<file path="config.mk">
export PLATFORM = sky130hd
export DESIGN_NAME = countdown_ctrl
export DESIGN_NICKNAME = d
export VERILOG_FILES = /design/src/rtl/countdown_pkg.sv /design/src/rtl/countdown_prescaler.sv /design/src/rtl/countdown_ctrl.sv
export SDC_FILE = /design/constraint.sdc
export NUM_CORES = 1
export LEC_CHECK = 0
export ABC_AREA = 0
export CORE_AREA = 8 8 55 57
export CTS_BUF_LIST = sky130_fd_sc_hd__clkbuf_16
export CTS_CLUSTER_DIAMETER = 100
export DETAILED_ROUTE_END_ITERATION = 7
export DIE_AREA = 0 0 63 65
export DONT_BUFFER_PORTS = 1
export GPL_ROUTABILITY_DRIVEN = 0
export GPL_TIMING_DRIVEN = 1
export PLACE_DENSITY = 0.59
export SLEW_MARGIN = 10
export SYNTH_ARGS = -nofsm -noshare
export SYNTH_HDL_FRONTEND = slang
export SYNTH_SLANG_ARGS = --single-unit
export TNS_END_PERCENT = 20
</file>
<file path="constraint.sdc">
create_clock -name clk -period 2.3 [get_ports clk]
set_input_delay 0 -clock clk [delete_from_list [all_inputs] [get_ports clk]]
set_output_delay 0 -clock clk [all_outputs]
set_load 0.01 [all_outputs]
</file>
<file path="src/rtl/countdown_pkg.sv">
// rtl/countdown_pkg.sv - shared state encodings for the countdown controller
package countdown_pkg;

    localparam int CD_STATE_W = 2;

    typedef enum logic [CD_STATE_W-1:0] {
        CD_IDLE  = 2'd0,
        CD_RUN   = 2'd1,
        CD_PAUSE = 2'd2,
        CD_DONE  = 2'd3
    } cd_state_t;

endpackage

</file>
<file path="src/rtl/countdown_prescaler.sv">
// rtl/countdown_prescaler.sv - modulo-TICK_DIV tick prescaler with enable and clear
module countdown_prescaler #(
    parameter int TICK_DIV = 32
) (
    input  logic clk,
    input  logic rst,
    input  logic en,
    input  logic clr,
    output logic wrap
);

    localparam int PW = $clog2(TICK_DIV);
    localparam logic [PW-1:0] LAST = PW'(TICK_DIV - 1);

    logic [PW-1:0] phase;

    assign wrap = en && (phase == LAST);

    always_ff @(posedge clk) begin
        if (rst || clr) begin
            phase <= '0;
        end else if (en) begin
            phase <= wrap ? '0 : phase + 1'b1;
        end
    end

endmodule

</file>
<file path="src/rtl/countdown_ctrl.sv">
// rtl/countdown_ctrl.sv - load/start/pause countdown sequencer with expiry pulse and done blink
module countdown_ctrl
    import countdown_pkg::*;
#(
    parameter int TICK_DIV = 32,
    parameter int CNT_W    = 8
) (
    input  logic                  clk,
    input  logic                  rst,
    input  logic                  start,
    input  logic                  pause,
    input  logic                  load,
    input  logic [CNT_W-1:0]      load_val,
    output logic [CNT_W-1:0]      digits,
    output logic [CD_STATE_W-1:0] state,
    output logic                  done_pulse,
    output logic                  blank
);

    cd_state_t        st, st_nxt;
    logic [CNT_W-1:0] cnt, cnt_nxt;
    logic             blank_nxt;
    logic             done_nxt;
    logic             load_act;
    logic             pre_en;
    logic             wrap;

    // The prescaler also advances on the edge that samples pause, so RUN
    // cycles between decrements always total TICK_DIV across a pause.
    assign pre_en = (st == CD_RUN) || (st == CD_DONE);

    countdown_prescaler #(
        .TICK_DIV (TICK_DIV)
    ) u_prescaler (
        .clk  (clk),
        .rst  (rst),
        .en   (pre_en),
        .clr  (load_act),
        .wrap (wrap)
    );

    always_comb begin
        st_nxt    = st;
        cnt_nxt   = cnt;
        blank_nxt = blank;
        done_nxt  = 1'b0;
        load_act  = 1'b0;
        case (st)
            CD_IDLE: begin
                if (load) begin
                    load_act = 1'b1;
                    cnt_nxt  = load_val;
                end else if (start && (cnt != '0)) begin
                    st_nxt = CD_RUN;
                end
            end
            CD_RUN: begin
                if (wrap) begin
                    cnt_nxt = cnt - 1'b1;
                end
                // Expiry wins over a same-cycle pause so PAUSE never holds a zero count.
                if (wrap && (cnt == CNT_W'(1))) begin
                    st_nxt   = CD_DONE;
                    done_nxt = 1'b1;
                end else if (pause) begin
                    st_nxt = CD_PAUSE;
                end
            end
            CD_PAUSE: begin
                if (load) begin
                    load_act = 1'b1;
                    cnt_nxt  = load_val;
                    st_nxt   = CD_IDLE;
                end else if (start) begin
                    st_nxt = CD_RUN;
                end
            end
            CD_DONE: begin
                if (load) begin
                    load_act  = 1'b1;
                    cnt_nxt   = load_val;
                    blank_nxt = 1'b0;
                    st_nxt    = CD_IDLE;
                end else if (wrap) begin
                    blank_nxt = ~blank;
                end
            end
            default: st_nxt = CD_IDLE;
        endcase
    end

    always_ff @(posedge clk) begin
        if (rst) begin
            st         <= CD_IDLE;
            cnt        <= '0;
            blank      <= 1'b0;
            done_pulse <= 1'b0;
        end else begin
            st         <= st_nxt;
            cnt        <= cnt_nxt;
            blank      <= blank_nxt;
            done_pulse <= done_nxt;
        end
    end

    assign digits = cnt;
    assign state  = st;

endmodule
</file>
# [After elaboration in Yosys (flattened, before gate mapping)]
# Cells that the tools add are included.
[word_totals] ff_bits=17 in_bits=13 elab_cells=51
[classes] n_addsub=2 eq_ne=12 mux=17 n_bitwise=2 reduce_logical=13
[op_table] operator="$mux W8" n=2
[op_table] operator="$pmux W8 S2" n=1
[op_table] operator="$mux W2" n=7
[op_table] operator="$eq A8 B1 Y1 const B" n=1
[op_table] operator="$pmux W2 S4" n=1
[op_table] operator="$reduce_bool A8 Y1" n=1
[op_table] operator="$sub A8 B1 Y8 const B" n=1
[op_table] operator="$ne A2 B2 Y1 const B" n=3
[op_table] operator="$add A5 B1 Y5 const B" n=1
[op_table] operator="$eq A5 B5 Y1 const B" n=1
[op_table] operator="$mux W1" n=5
[op_table] operator="$mux W5" n=1
[op_table] operator="$reduce_and A5 Y1" n=1
[op_table] operator="$eq A2 B2 Y1 const B" n=2
[op_table] operator="$ne A2 B1 Y1 const B" n=2
[op_table] operator="$reduce_and A2 Y1" n=2
[op_table] operator="$logic_and A1 B1 Y1" n=3
[op_table] operator="$ne A3 B2 Y1 const B" n=1
[op_table] operator="$ne A3 B3 Y1 const B" n=1
[op_table] operator="$reduce_or A3 Y1" n=1
[op_table] operator="$eq A2 B1 Y1 const B" n=1
[op_table] operator="$logic_not A2 Y1" n=1
[op_table] operator="$logic_or A1 B1 Y1" n=2
[op_table] operator="$not A1 Y1" n=2
[op_table] operator="2 further kinds" n=2

# [Longest topological paths before layout]
# Gate-level depths: netlist of run 1.
[logic_depth] ltp_word=6 depth_mapped=8 mapped_depth_nobuf=7

# [Hierarchy]
# Synthesis of run 1 repeated with hierarchy kept, for this count alone.
[unflattened] cells_unflattened=112 area_unflattened_um2=1003.5
[modules_own_cells] mod="countdown_ctrl" n_inst=1 cells_each=87 area_per_inst_um2=735.7 seq_area_each_um2=240.2
[modules_own_cells] mod="countdown_prescaler" n_inst=1 cells_each=25 area_per_inst_um2=267.8 seq_area_each_um2=100.1

# [Worst setup path after synthesis of run 1]
# OpenSTA, ideal clock, no wires.
[synth_timing] kind="register -> register" startpoint="reg u_prescaler.phase[0]" endpoint="reg cnt[7], in the netlist digits[7]" setup_ps=74 arrival_time_ps=1814 required_time_ps=2226 path_slack_ps=411 path_stages_with_launch=8 period_less_slack_ps=1889 path_cell_list="dfxtp_1 ha_1 and3_1 ha_1 nand3b_1 or3_1 or4_1 a31oi_1"
[synth_via] elab_chain_len=4
[synth_rtl] item="start: declaration" line="countdown_prescaler.sv:15" rtl="logic [PW-1:0] phase;"
[synth_rtl] item="start signal: assignment" line="countdown_prescaler.sv:23" rtl="phase <= wrap ? '0 : phase + 1'b1;"
[synth_rtl] item="$eq A5 B5 Y1" line="countdown_prescaler.sv:17" rtl="assign wrap = en && (phase == LAST);"
[synth_rtl] item="$logic_and A1 B1 Y1" line="countdown_prescaler.sv:17"
[synth_rtl] item="$ne A2 B1 Y1 (no line)"
[synth_rtl] item="$reduce_and A2 Y1 (no line)"
[synth_rtl] item="end signal: assignment" line="countdown_ctrl.sv:100" rtl="cnt <= cnt_nxt;"
[synth_rtl] item="end: declaration" line="countdown_ctrl.sv:21" rtl="logic [CNT_W-1:0] cnt, cnt_nxt;"
# Every way passes these cells.
# A chain may end at the register's enable or synchronous reset.

# [Worst setup path after layout of run 1]
[layout_timing] startpoint="reg u_prescaler.phase[0]" endpoint="reg cnt[4], in the netlist digits[4]"
# The elaborated chain is that of the path after synthesis.

==> results of run 1 <==
-- synth_stat cells --
cell type and n:
or4_1 2, inv_1 3, clkbuf_2 1, a2bb2oi_1 1, nand4_1 1, a31oi_1 4
a41o_1 1, nand3_2 1, nor2b_1 1, or3_1 1, a21oi_1 11, a22oi_1 3
nand3b_1 4, and4bb_2 1, or3_2 1, xor2_1 1, nor4b_1 1, nor3_1 2
nor2_1 12, buf_2 1, o21ai_0 8, and3_1 2, o311ai_0 1, ha_1 5
clkbuf_1 5, and2_0 1, nand3_1 2, nor3b_1 1, nor4_1 3, mux2_2 1
o211ai_1 2, or4_4 1, dfxtp_1 17, nand2_1 8, nand2b_1 6, a211oi_1 1
-- power groups by stage --
| stage | Sequential (mW) | Combinational, mW | Clock (mW) |
|---|---|---|---|
| after floorplan | 0.333 | 0.0634 | 0 |
| after global placement | 0.337 | 0.0714 | 0 |
| after detailed placement | 0.337 | 0.0724 | 0 |
| after CTS | 0.331 | 0.0907 | 0.349 |
| after global routing | 0.333 | 0.102 | 0.372 |
| final | 0.331 | 0.0911 | 0.341 |
-- state kept, by name (all words and copies together), names as in the netlist --
register	count
blank	1
digits	8
done_pulse	1
state	2
u_prescaler.phase	5
-- per-stage QoR --
| stage | area (um2) | utilization [%] | std cells |
|---|---|---|---|
| 2_1_floorplan | 947 | - | 117 |
| 3_3_place_gp | 976 | 45.4 | 141 |
| 3_5_place_dp | 976 | 45.4 | 141 |
| 4_1_cts | 1150 | 53.8 | 155 |
| 5_1_grt | 1160 | 53.9 | 155 |
| 6_report | 1160 | 53.9 | 155 |
-- cells by family after synthesis --
family / count (synthesis) / share of synthesized area (%)
AND/OR/NAND/NOR: 51 / 30.8
AO/OA/AOI/OAI: 32 / 20.3
flip-flops: 17 / 35.9
buffers and inverters: 10 / 4.23
adder cells (fa/ha/maj): 5 / 6.61
XOR/XNOR: 1 / 0.925
multiplexers: 1 / 1.19
-- cell type report --
type | instances | share of cell area, %
clock inverter | 1 | 0.324
multi-input combinational | 90 | 49.2
inverter | 3 | 0.973
sequential | 17 | 29.4
clock buffer | 3 | 6.49
tap | 28 | 3.03
timing repair buffer | 13 | 10.6
-- metal layers --
layer / wire (um) / global-route usage [%] / up-vias
li1: - / - / 449
met1: 1010 / 13.0 / 401
met2: 1110 / 19.6 / 24
met3: 214 / 5.50 / 4
met4: 25 / 5.98 / 0
met5: 0 / 0 / -
-- repair_timing --
item                                    4_1_cts  5_1_grt
endpoints found under the setup margin        0        1
hold buffers                                 10        0
gates resized for setup                       0        3
endpoints found under the hold margin        12        0
setup buffers                                 0        0
-- final timing paths --
| path | to | slack [ns] | cells after the start |
|---|---|---|---|
| setup / recovery | digits[4] | 0.19 | 8 |
| hold / removal | state[1] | 0.00008 | 2 |
| setup reg to reg | digits[4] | 0.19 | 8 |
| hold reg to reg | u_prescaler.phase[4] | 0.48 | 2 |
==> qor.csv, run 1 <==
metric,value,unit
status,finished clean,
worst reg2reg path startpoint,u_prescaler.phase[0],
total CTS buffers,3,
"Hold Vio Cnt, Final",0,
Clock Skews,0.00460,ns
Die W,63,um
root buf cell,clkbuf_16,
Slew @ Worst Pin,0.443,ns
ant diodes,0,
max_cap viols,0,
Clock Power Share,44.7,%
slowest CP cell,dlygate4sd3_1,
layout cells sized above 1,9.45,%
die area,4100,um2
slew margin rel.,70.4,%
Syn Nets,135,
Ys Warns,0,
"Avg Cell Area, Syn",8.10,um2
Setup WS post-layout,0.192,ns
Critical Path Source Type,register,
drt first-iter violations,25,
worst hold path type,in2reg,
fmax,474,MHz
Sw Share,24.1,%
Critical Path RT,2.43,ns
Layout area overhead,22.2,%
clk sinks,17,
DP Worst Slack,0.237,ns
Final ANT Viol Nets,0,
"commonest non-fill, non-tap cell in the layout",dfxtp_1,
PwrDens,659,nW/um2
Setup TNS,0,ns
# fillers,207,
H-Tree Level Count,1,
GRT Resource Usage Total,12.0,%
Psw,0.184,mW
origin of the worst setup path,u_prescaler.phase[0],
total congestion overflow,0,
Worst Setup Path Type,reg2reg,
final worst-path cycle share,91.7,%
Mapped Area,947,um2
cells along the critical path,ha_1 -> and3_1 -> ha_2 -> and4bb_2 -> nor2_1 -> o21ai_1 -> a21oi_1 -> dlygate4sd3_1,
Initial Utilization,44.1,%
Synth top area share,35.9,%
TritonCTS clock tree,yes,
I/O Buffers,0,
most frequent cells in the layout,"dfxtp_1, nor2_1, a21oi_1, dlygate4sd3_1, nand2_1",
CP Data Arrival Time,2.24,ns
DIE HEIGHT,65,um
crit end category,register,
Worst VDD drop,0.000352,V
core area,2150,um2
wire per inst,15.2,um
Final Setup Violations,0,
"Seq/Total Area, Yosys",35.9,%
DR pass1 iterations,4,
RSZ-0062 raised after global routing,no,
CTS Buffer Depth,2,
Hold Path Origin,pause,
Cell Int Power,0.579,mW
Synth area leader,dfxtp_1,
Worst-Skew Late Latency,0.25,ns
Slew Limit Fails,0,
largest net degree at the start of global routing,15,
Max Fanout on Critical Path,7,
vias in the first global route,820,
overall routed net length,2360,um
Hold WS,0.0000835,ns
via count of the routed design,878,
DPL Wire Length,1740,um
number of remaining DRC errors,0,
Register Area,340,um2
Final min period,2.11,ns
Avg Vias per Cell,5.66,
first-pass GRT wire length,3990,um
Synth area leaders,"dfxtp_1, ha_1, a21oi_1, nor2_1, o21ai_0",
Final Net Count,146,
combinational power share,11.9,%
CP top delay family,buffers and inverters,
LEAKAGE,0.440,nW
part of the power in registers,43.4,%
worst stage delay on the critical path,0.57,ns
Cell variety after synth,36,
total power draw,0.763,mW
Clock Pin Slew Worst Setup and Hold Paths,0.05,ns
Syn Inst Count,117,
Yosys reg bits,17,
multi-input logic area,569,um2
initial antenna violation count,0,
# IOs,25,
Rows,17,
Buffers & Inverters on Critical Path,1,
No activity file was read; power rests on OpenSTA's default activity.
==> inputs of run 2 (changes only) <==
MAX_ROUTING_LAYER = met4   (was default)
==> qor.csv, run 2 (synthesis results as in run 1) <==
metric,value,unit
status,"complete, but fails checks",
failing checks,negative hold slack,
fmax,475,MHz
drt first-iter violations,31,
Setup TNS,0,ns
Final Setup Violations,0,
# fillers,207,
max_cap viols,0,
Avg Vias per Cell,5.63,
initial antenna violation count,0,
Register Area,340,um2
combinational power share,12.0,%
LEAKAGE,0.440,nW
DIE HEIGHT,65,um
Max Fanout on Critical Path,7,
Critical Path Source Type,register,
final worst-path cycle share,91.6,%
Worst VDD drop,0.000352,V
Final ANT Viol Nets,0,
Worst-Skew Late Latency,0.25,ns
Psw,0.184,mW
RSZ-0062 raised after global routing,no,
DR pass1 iterations,4,
slowest CP cell,dlygate4sd3_1,
slew margin rel.,70.3,%
vias in the first global route,820,
first-pass GRT wire length,4000,um
core area,2150,um2
number of flip-flops in the largest register,8,
crit end category,register,
# IOs,25,
cells along the critical path,ha_1 -> and3_1 -> ha_2 -> and4bb_2 -> nor2_1 -> o21ai_1 -> a21oi_1 -> dlygate4sd3_1,
multi-input logic area,569,um2
origin of the worst setup path,u_prescaler.phase[0],
Slew Limit Fails,0,
total congestion overflow,0,
Worst Setup Path Type,reg2reg,
die area,4100,um2
Die W,63,um
ant diodes,0,
Slew @ Worst Pin,0.444,ns
GRT Resource Usage Total,12.4,%
total CTS buffers,3,
TritonCTS clock tree,yes,
Critical Path RT,2.43,ns
root buf cell,clkbuf_16,
Post-CTS Setup Repair Bufs,0,
worst reg2reg path startpoint,u_prescaler.phase[0],
wire per inst,15.3,um
CP Data Arrival Time,2.24,ns
largest net degree at the start of global routing,15,
Sw Share,24.1,%
Rows,17,
Clock Power Share,44.6,%
worst hold path type,in2reg,
"commonest non-fill, non-tap cell in the layout",dfxtp_1,
Initial Utilization,44.1,%
worst stage delay on the critical path,0.57,ns
Final Net Count,146,
Hold WS,-0.00208,ns
Hold Path Origin,pause,
most frequent cells in the layout,"dfxtp_1, nor2_1, a21oi_1, dlygate4sd3_1, nand2_1",
Clock Skews,0.00377,ns
via count of the routed design,872,
I/O Buffers,0,
part of the power in registers,43.4,%
clk sinks,17,
Cell Int Power,0.579,mW
layout cells sized above 1,9.45,%
DP Cell Count,141,
overall routed net length,2370,um
fin cells,155,
H-Tree Level Count,1,
Clock Pin Slew Worst Setup and Hold Paths,0.05,ns
"Hold Vio Cnt, Final",1,
Layout area overhead,22.2,%
number of remaining DRC errors,0,
Final min period,2.11,ns
PwrDens,659,nW/um2
DPL Wire Length,1740,um
CTS Buffer Depth,2,
==> run 2: cell counts in the layout (fill, tap and decap cells not counted) <==
No cell type changed its count.
==> run 2: per-layer routing <==
metal	track usage, %	up-vias	part of all wire, %
met4	5.98	0	1.1
met1	13.1	398	43
met3	5.33	4	8.4
li1	-	450	-
met2	19.7	20	48
met5	-	-	0
==> run 2: area by class of cell <==
type / count / area share (%)
Timing Repair Buffer: 13 / 10.6
Inverter: 3 / 0.973
Multi-Input combinational cell: 90 / 49.2
Sequential cell: 17 / 29.4
Clock buffer: 3 / 6.49
Clock inverter: 1 / 0.324
Tap cell: 28 / 3.03
==> run 2: worst paths after layout <==
check | to | slack (ns) | cells past startpoint
setup reg to reg | digits[4] | 0.19 | 8
hold reg to reg | u_prescaler.phase[4] | 0.48 | 2
setup / recovery | digits[4] | 0.19 | 8
hold / removal | state[1] | -0.002 | 2
==> run 2: power groups by stage <==
stage          clock (mW)  combinational (mW)  sequential [mW]
2_1_floorplan           0              0.0634            0.333
3_3_place_gp            0              0.0714            0.337
3_5_place_dp            0              0.0724            0.337
4_1_cts             0.349              0.0907            0.331
5_1_grt             0.372               0.102            0.333
6_report            0.340              0.0912            0.331
==> run 2: repair_timing <==
action / 4_1_cts / 5_1_grt
endpoints found under the hold margin: 12 / 0
endpoints found under the setup margin: 0 / 1
resized for setup: 0 / 3
hold buffers: 10 / 0
==> run 2: stage by stage <==
step	setup WS [ns]	util, %	hold WS [ns]	cell area [um2]	power [mW]
3_3_place_gp	0.291	45.4	0.0725	976	0.408
5_1_grt	0.0186	53.9	0.0178	1160	0.807
3_5_place_dp	0.237	45.4	0.0747	976	0.410
4_1_cts	0.129	53.8	0.00639	1150	0.771
2_1_floorplan	0.411	-	0.150	947	0.396
6_report	0.193	53.9	-0.00208	1160	0.762
==> run 2: worst max-delay path, delay by kind of cell, from the launching register on <==
| kind | cells | cell delay (ns) |
|---|---|---|
| compound gates | 2 | 0.21 |
| simple gates | 3 | 0.47 |
| buf+inv | 1 | 0.57 |
| fa+ha+maj | 2 | 0.41 |
| flops | 1 | 0.35 |
